$ cat src/rtl/unary_stream_gen.sv
// Serialises two binary operands into fixed-length thermometer-coded streams
// and sequences the downstream unary adder through its read and write phases.
module unary_stream_gen #(
  parameter int LEN       = 15,
  parameter int W         = 4,
  parameter int DRAIN_LEN = 16
) (
  input  logic         clk,
  input  logic         rst,
  input  logic         start,
  input  logic [W-1:0] val_a,
  input  logic [W-1:0] val_b,
  output logic         ready,
  output logic         a_out,
  output logic         b_out,
  output logic         add_en,
  output logic         rw_sel,
  output logic         done
);

  // Counter must hold both the stream index and the drain index without wrapping.
  localparam int CW = ((W + 1) > $clog2(DRAIN_LEN + 1)) ? (W + 1) : $clog2(DRAIN_LEN + 1);

  typedef enum logic [1:0] {IDLE, STREAM, DRAIN, DONE} state_t;

  state_t        state;
  logic [CW-1:0] k;
  logic [CW-1:0] k_next;
  logic [CW-1:0] op_a;
  logic [CW-1:0] op_b;

  function automatic logic [CW-1:0] clamp(input logic [W-1:0] v);
    logic [CW-1:0] wide;
    wide = CW'(v);
    return (wide > CW'(LEN)) ? CW'(LEN) : wide;
  endfunction

  assign k_next = k + CW'(1);

  // Outputs are computed for the state being entered so they appear registered.
  always_ff @(posedge clk) begin
    if (rst) begin
      state  <= IDLE;
      k      <= '0;
      op_a   <= '0;
      op_b   <= '0;
      ready  <= 1'b1;
      a_out  <= 1'b0;
      b_out  <= 1'b0;
      add_en <= 1'b0;
      rw_sel <= 1'b0;
      done   <= 1'b0;
    end else begin
      case (state)
        IDLE: begin
          if (start) begin
            state  <= STREAM;
            k      <= '0;
            op_a   <= clamp(val_a);
            op_b   <= clamp(val_b);
            ready  <= 1'b0;
            a_out  <= (clamp(val_a) != '0);
            b_out  <= (clamp(val_b) != '0);
            add_en <= 1'b1;
            rw_sel <= 1'b0;
          end
        end
        STREAM: begin
          if (k == CW'(LEN - 1)) begin
            state  <= DRAIN;
            k      <= '0;
            a_out  <= 1'b0;
            b_out  <= 1'b0;
            rw_sel <= 1'b1;
          end else begin
            k     <= k_next;
            a_out <= (k_next < op_a);
            b_out <= (k_next < op_b);
          end
        end
        DRAIN: begin
          if (k == CW'(DRAIN_LEN - 1)) begin
            state  <= DONE;
            k      <= '0;
            add_en <= 1'b0;
            rw_sel <= 1'b0;
            done   <= 1'b1;
          end else begin
            k <= k_next;
          end
        end
        DONE: begin
          state <= IDLE;
          done  <= 1'b0;
          ready <= 1'b1;
        end
        default: begin
          state <= IDLE;
          ready <= 1'b1;
        end
      endcase
    end
  end

endmodule
$ cat config.mk
export PLATFORM = sky130hd
export DESIGN_NAME = unary_stream_gen
export DESIGN_NICKNAME = d
export VERILOG_FILES = /design/src/rtl/unary_stream_gen.sv
export SDC_FILE = /design/constraint.sdc
export NUM_CORES = 1
export LEC_CHECK = 0
export CAP_MARGIN = 20
export CORE_MARGIN = 2
export CORE_UTILIZATION = 53
export DETAILED_ROUTE_END_ITERATION = 10
export PLACE_DENSITY_LB_ADDON = 0.25
export RECOVER_POWER = 25
export SLEW_MARGIN = 20
export SYNTH_ARGS = -nofsm -noshare
export SYNTH_HDL_FRONTEND = slang
export SYNTH_SLANG_ARGS = --single-unit
$ cat constraint.sdc
create_clock -name clk -period 2.5 [get_ports clk]
set_clock_uncertainty 0.1 [all_clocks]
set_input_delay 0.625 -clock clk [delete_from_list [all_inputs] [get_ports clk]]
set_output_delay 0.625 -clock clk [all_outputs]
set_load 0.05 [all_outputs]
Yosys cells after proc, flatten, opt, wreduce, memory -nomap -nowiden. Index checks and enable logic that the tools add are counted.

Register bits: 21. Output and inout port bits: 6. Word-level logic and storage cells: 60.

$add $sub $neg: 1. Order comparisons: 2. Eq/ne operators: 8. Multiplexer cells: 23. Reduce and logical (&&, ||, !) cells: 16.

Operator list (count): $mux W5 (3); $pmux W5 S3 (1); $eq A5 B4 Y1 const B (2); $lt A5 B4 Y1 (2); $pmux W1 S2 (5); $reduce_and A2 Y1 (5); $mux W1 (9); $pmux W2 S4 (1); $reduce_bool A2 Y1 (4); $reduce_bool A4 Y1 (2); $mux W2 (3); $ne A2 B2 Y1 const B (3); $reduce_and A3 Y1 (2); $add A5 B1 Y5 const B (1); $eq A2 B2 Y1 const B (2); $reduce_and A4 Y1 (1); $pmux W1 S3 (1); $reduce_bool A3 Y1 (1); $eq A2 B1 Y1 const B (1); $logic_not A2 Y1 (1).

Logic depth before layout (Yosys ltp). Gate-level depths: netlist of the first run.

Depth after elaboration: 4. Gate-level depth with buffers: 8. Gate-level depth less buffers: 8.

Least setup slack after synthesis of the first run. No wires, ideal clock.

Kind: register to register. Start point: reg k[0]. End point: reg b_out. Data arrival time: 1734 ps. Setup slack: 578 ps. Stages on the path, launching flop included: 8. Buffers on the path: 0. Period minus slack after synthesis: 1922 ps. Path through: dfxtp_1 inv_1 ha_1 inv_1 ha_1 a211o_1 a211o_1 a311oi_2.

Longest elaborated chain between the ends: 4. Elaborated cells on any way between the ends: 5. Those cells by class: 1 x add/sub; 1 x order compare; 1 x eq/ne; 2 x mux.

Ends and longest elaborated chain: start: declaration (line 27) `logic [CW-1:0] k;`; start signal: assignment (line 76) `k <= k_next;`; start signal: assignment (line 89) `k <= k_next;`; $add A5 B1 Y5 (line 38) `assign k_next = k + CW'(1);`; $lt A5 B4 Y1 (line 78) `b_out <= (k_next < op_b);`; $mux W1 * (line 69) `if (k == CW'(LEN - 1)) begin`; $pmux W1 S2 * (line 54) `case (state)`; end signal: assignment (line 63) `b_out <= (clamp(val_b) != '0);`; end signal: assignment (line 78); end: declaration (line 15) `output logic b_out,`.

Mark *: on every way between the ends. The rest lies on a longest branch, timed or not. A chain may end at the register's enable or synchronous reset.

Worst setup path after layout of the first run.
Start point: reg done. End point: out done.

RTL lines: start: declaration (line 18) `output logic done`; start signal: assignment (line 52) `done <= 1'b0;`; start signal: assignment (line 87) `done <= 1'b1;`; start signal: assignment (line 94) `done <= 1'b0;`.

No word-level cell between the ends.

==> results of run 1 <==
## power breakdown
group	internal [mW]	switching, mW
registers	0.403	0.0499
clock network	0.0621	0.0948
logic	0.226	0.402
## state kept, by name, summed over array words and instances, names as in the netlist
register	flops
k	5
op_a	4
op_b	4
state	2
a_out	1
add_en	1
b_out	1
done	1
ready	1
rw_sel	1
## placed cells by master (no fill, tap or decap), drive strengths merged, types with 3 or more instances in the layout
cell and n:
nand2 25, dfxtp 21, a21oi 20, ha 15
clkdlybuf4s50 15, inv 14, nor2 9, nand3 6
a211o 4, clkbuf 4, nor2b 3, nand4 3
o21ai 3
## routing by layer
| metal | wire length [µm] | vias up | track usage (%) |
|---|---|---|---|
| li1 | - | 540 | - |
| met5 | 0 | - | 0 |
| met2 | 1120 | 13 | 35.0 |
| met4 | 17 | 0 | 9.21 |
| met1 | 1260 | 475 | 27.6 |
| met3 | 35 | 2 | 2.63 |
## worst max-delay path by stage
stage	start	to
after floorplan	k[0]	b_out
after global placement	k[0]	b_out
after detailed placement	k[0]	b_out
after CTS	done	done
after global routing	k[0]	a_out
final	done	done
## area by class of cell
class	count	area [µm²]	area share, %
Clock buffer	4	26.3	1.88
Inverter	14	52.6	3.76
Multi-Input combinational cell	107	702	50.3
Sequential cell	21	420	30.1
Tap cell	28	35.0	2.51
Timing Repair Buffer	16	160	11.5
## cell families after synthesis
family / synth area share (%)
simple gates: 20.0
compound gates: 21.7
flops: 35.3
buf+inv: 5.78
fa+ha+maj: 15.8
xor+xnor: 1.47
## stage by stage
stage / worst slack, ps / utilization, % / area, µm² / instances
global route: 200 / 64.4 / 1400 / 190
floorplan: 578 / - / 1190 / 146
finish: 296 / 64.4 / 1400 / 190
CTS: 293 / 64.4 / 1400 / 190
detailed placement: 378 / 63.1 / 1370 / 186
global placement: 383 / 63.1 / 1370 / 186
==> results.cfg, run 1 <==
[run_status]
outcome = completed

[die]
die_span_y_um = 51.4
coreArea_um2 = 2170
floorplan.io_pins = 17
floorplan.initialDensity_pct = 54.9
die_area_um2 = 2640
die-width_um = 51.4
rows = 17

[grt]
vias_in_the_first_global_route = 972
overflow = 0
antenna_found_initial = 0
grt_start_max_net_pins = 22
grt_first_pass_wirelength_um = 4190
track_usage_pct = 21.2

[hold_path]
worst_min_path_start = op_a[1]
timing.hold.worst.class = reg2reg
worstHoldEndpoint = op_a[1]
count_of_cells_along_the_worst_hold_path = 2

[final_layout]
diodes = 0
final_nets = 189
num-fill-cells = 193
layout-drive-gt1-share_pct = 3.70
area_growth_pct = 17.2

[yosys]
synth.top_cell.area_share_pct = 35.3
synth-async-reset-ratio_pct = 0
synth_nets = 172
ys_dominant_reg_cell = sky130_fd_sc_hd__dfxtp_1
synth_top_cells_by_count = sky130_fd_sc_hd__nand2_1, sky130_fd_sc_hd__dfxtp_1, sky130_fd_sc_hd__a21oi_1
fraction_of_the_yosys_area_taken_by_sequential_cells_pct = 35.3
synth.cell_area_um2 = 1190
yosys_register_bits = 21
yosysTopAreaCell = sky130_fd_sc_hd__dfxtp_1
synth-warning-count = 0
synth_enable_flop_cells = 0
synthMostInstantiatedCell = sky130_fd_sc_hd__nand2_1
syn-mean-instance-area_um2 = 8.16
post_synth_num_cell_types = 31
synth_area_leaders = sky130_fd_sc_hd__dfxtp_1, sky130_fd_sc_hd__ha_1, sky130_fd_sc_hd__a21oi_1, sky130_fd_sc_hd__nand2_1, sky130_fd_sc_hd__inv_1
synthCells = 146

[clock_tree]
root_buffer = sky130_fd_sc_hd__clkbuf_4
cts_max_level = 1
cts_inserted_buffers = 3
number_of_buffers_between_clock_root_and_the_deepest_sink = 2
clock_tree_from_tritoncts = yes
insertion_delay_ps = 300
cts_hold_buffers = 0
clock_sink_count = 21
clk_slew_on_worst_s_h_paths_ps = 110
post_cts_resized = 0
post_cts_buffers = 0

[worst_setup_path]
critical_path_required_ps = 1770
path_max_fanout = 3
timing.critical_path.buf_inv = 1
crit_path_top_delay_cell = sky130_fd_sc_hd__clkdlybuf4s50_1
r2r-start = k[0]
end_kind = primary output
crit_path_start_kind = flip-flop
ordered_list_of_cells_on_the_worst_path = clkdlybuf4s50_1
worst_r2r_path_depth = 7
timing.rr.end = b_out
critPathArrivalTime_ps = 1480
max_stage_delay_ps = 810
cp_top_family = buffers and inverters
critical_path_depth = 1
timing.reg2reg.setup_slack_ps = 360
path_class = reg2out

[drt]
post_dr_wirelength_cell_um = 12.8
first_pass_iters = 5
drc_errors = 0
via_per_instance_ratio = 5.42
vias = 1030
drt_iter0_markers = 12
antenna_left = 0
wirelength_um = 2430

[sta]
setup_viol = 0
final-max-slew-violation-count = 0
period_needed_ps = 2200
setup_total_negative_slack_ps = 0
final_min_period_over_clock_period_pct = 88.2
max_freq_mhz = 454
hold-worst-slack_ps = 366
max_slew_margin_pct = 48.8
rsz0062_at_grt = false
hold_viol = 0
transition_time_of_the_tightest_slew_check_pin_ps = 765

[job]
cap_violations = 0

[placement]
buffer_ports.inserted = 16
hpwl_um = 1890
globalplace.congestion = 0.852

[power_and_ir_drop]
totalPowerFinal_mw = 1.24
power.ir.vdd_worst_mv = 0.611
power.leakage_nw = 0.589
cellPowerDensity_nw_per_um2 = 887
Power figures use the tool's default switching activity.
==> run 2, diff against run 1 <==
- ABC_CLOCK_PERIOD_IN_PS: default -> 2500
- SKIP_LAST_GASP: default -> 1
==> results of run 2 <==
No change in the layout: final DEF, timing and power equal those of run 1.
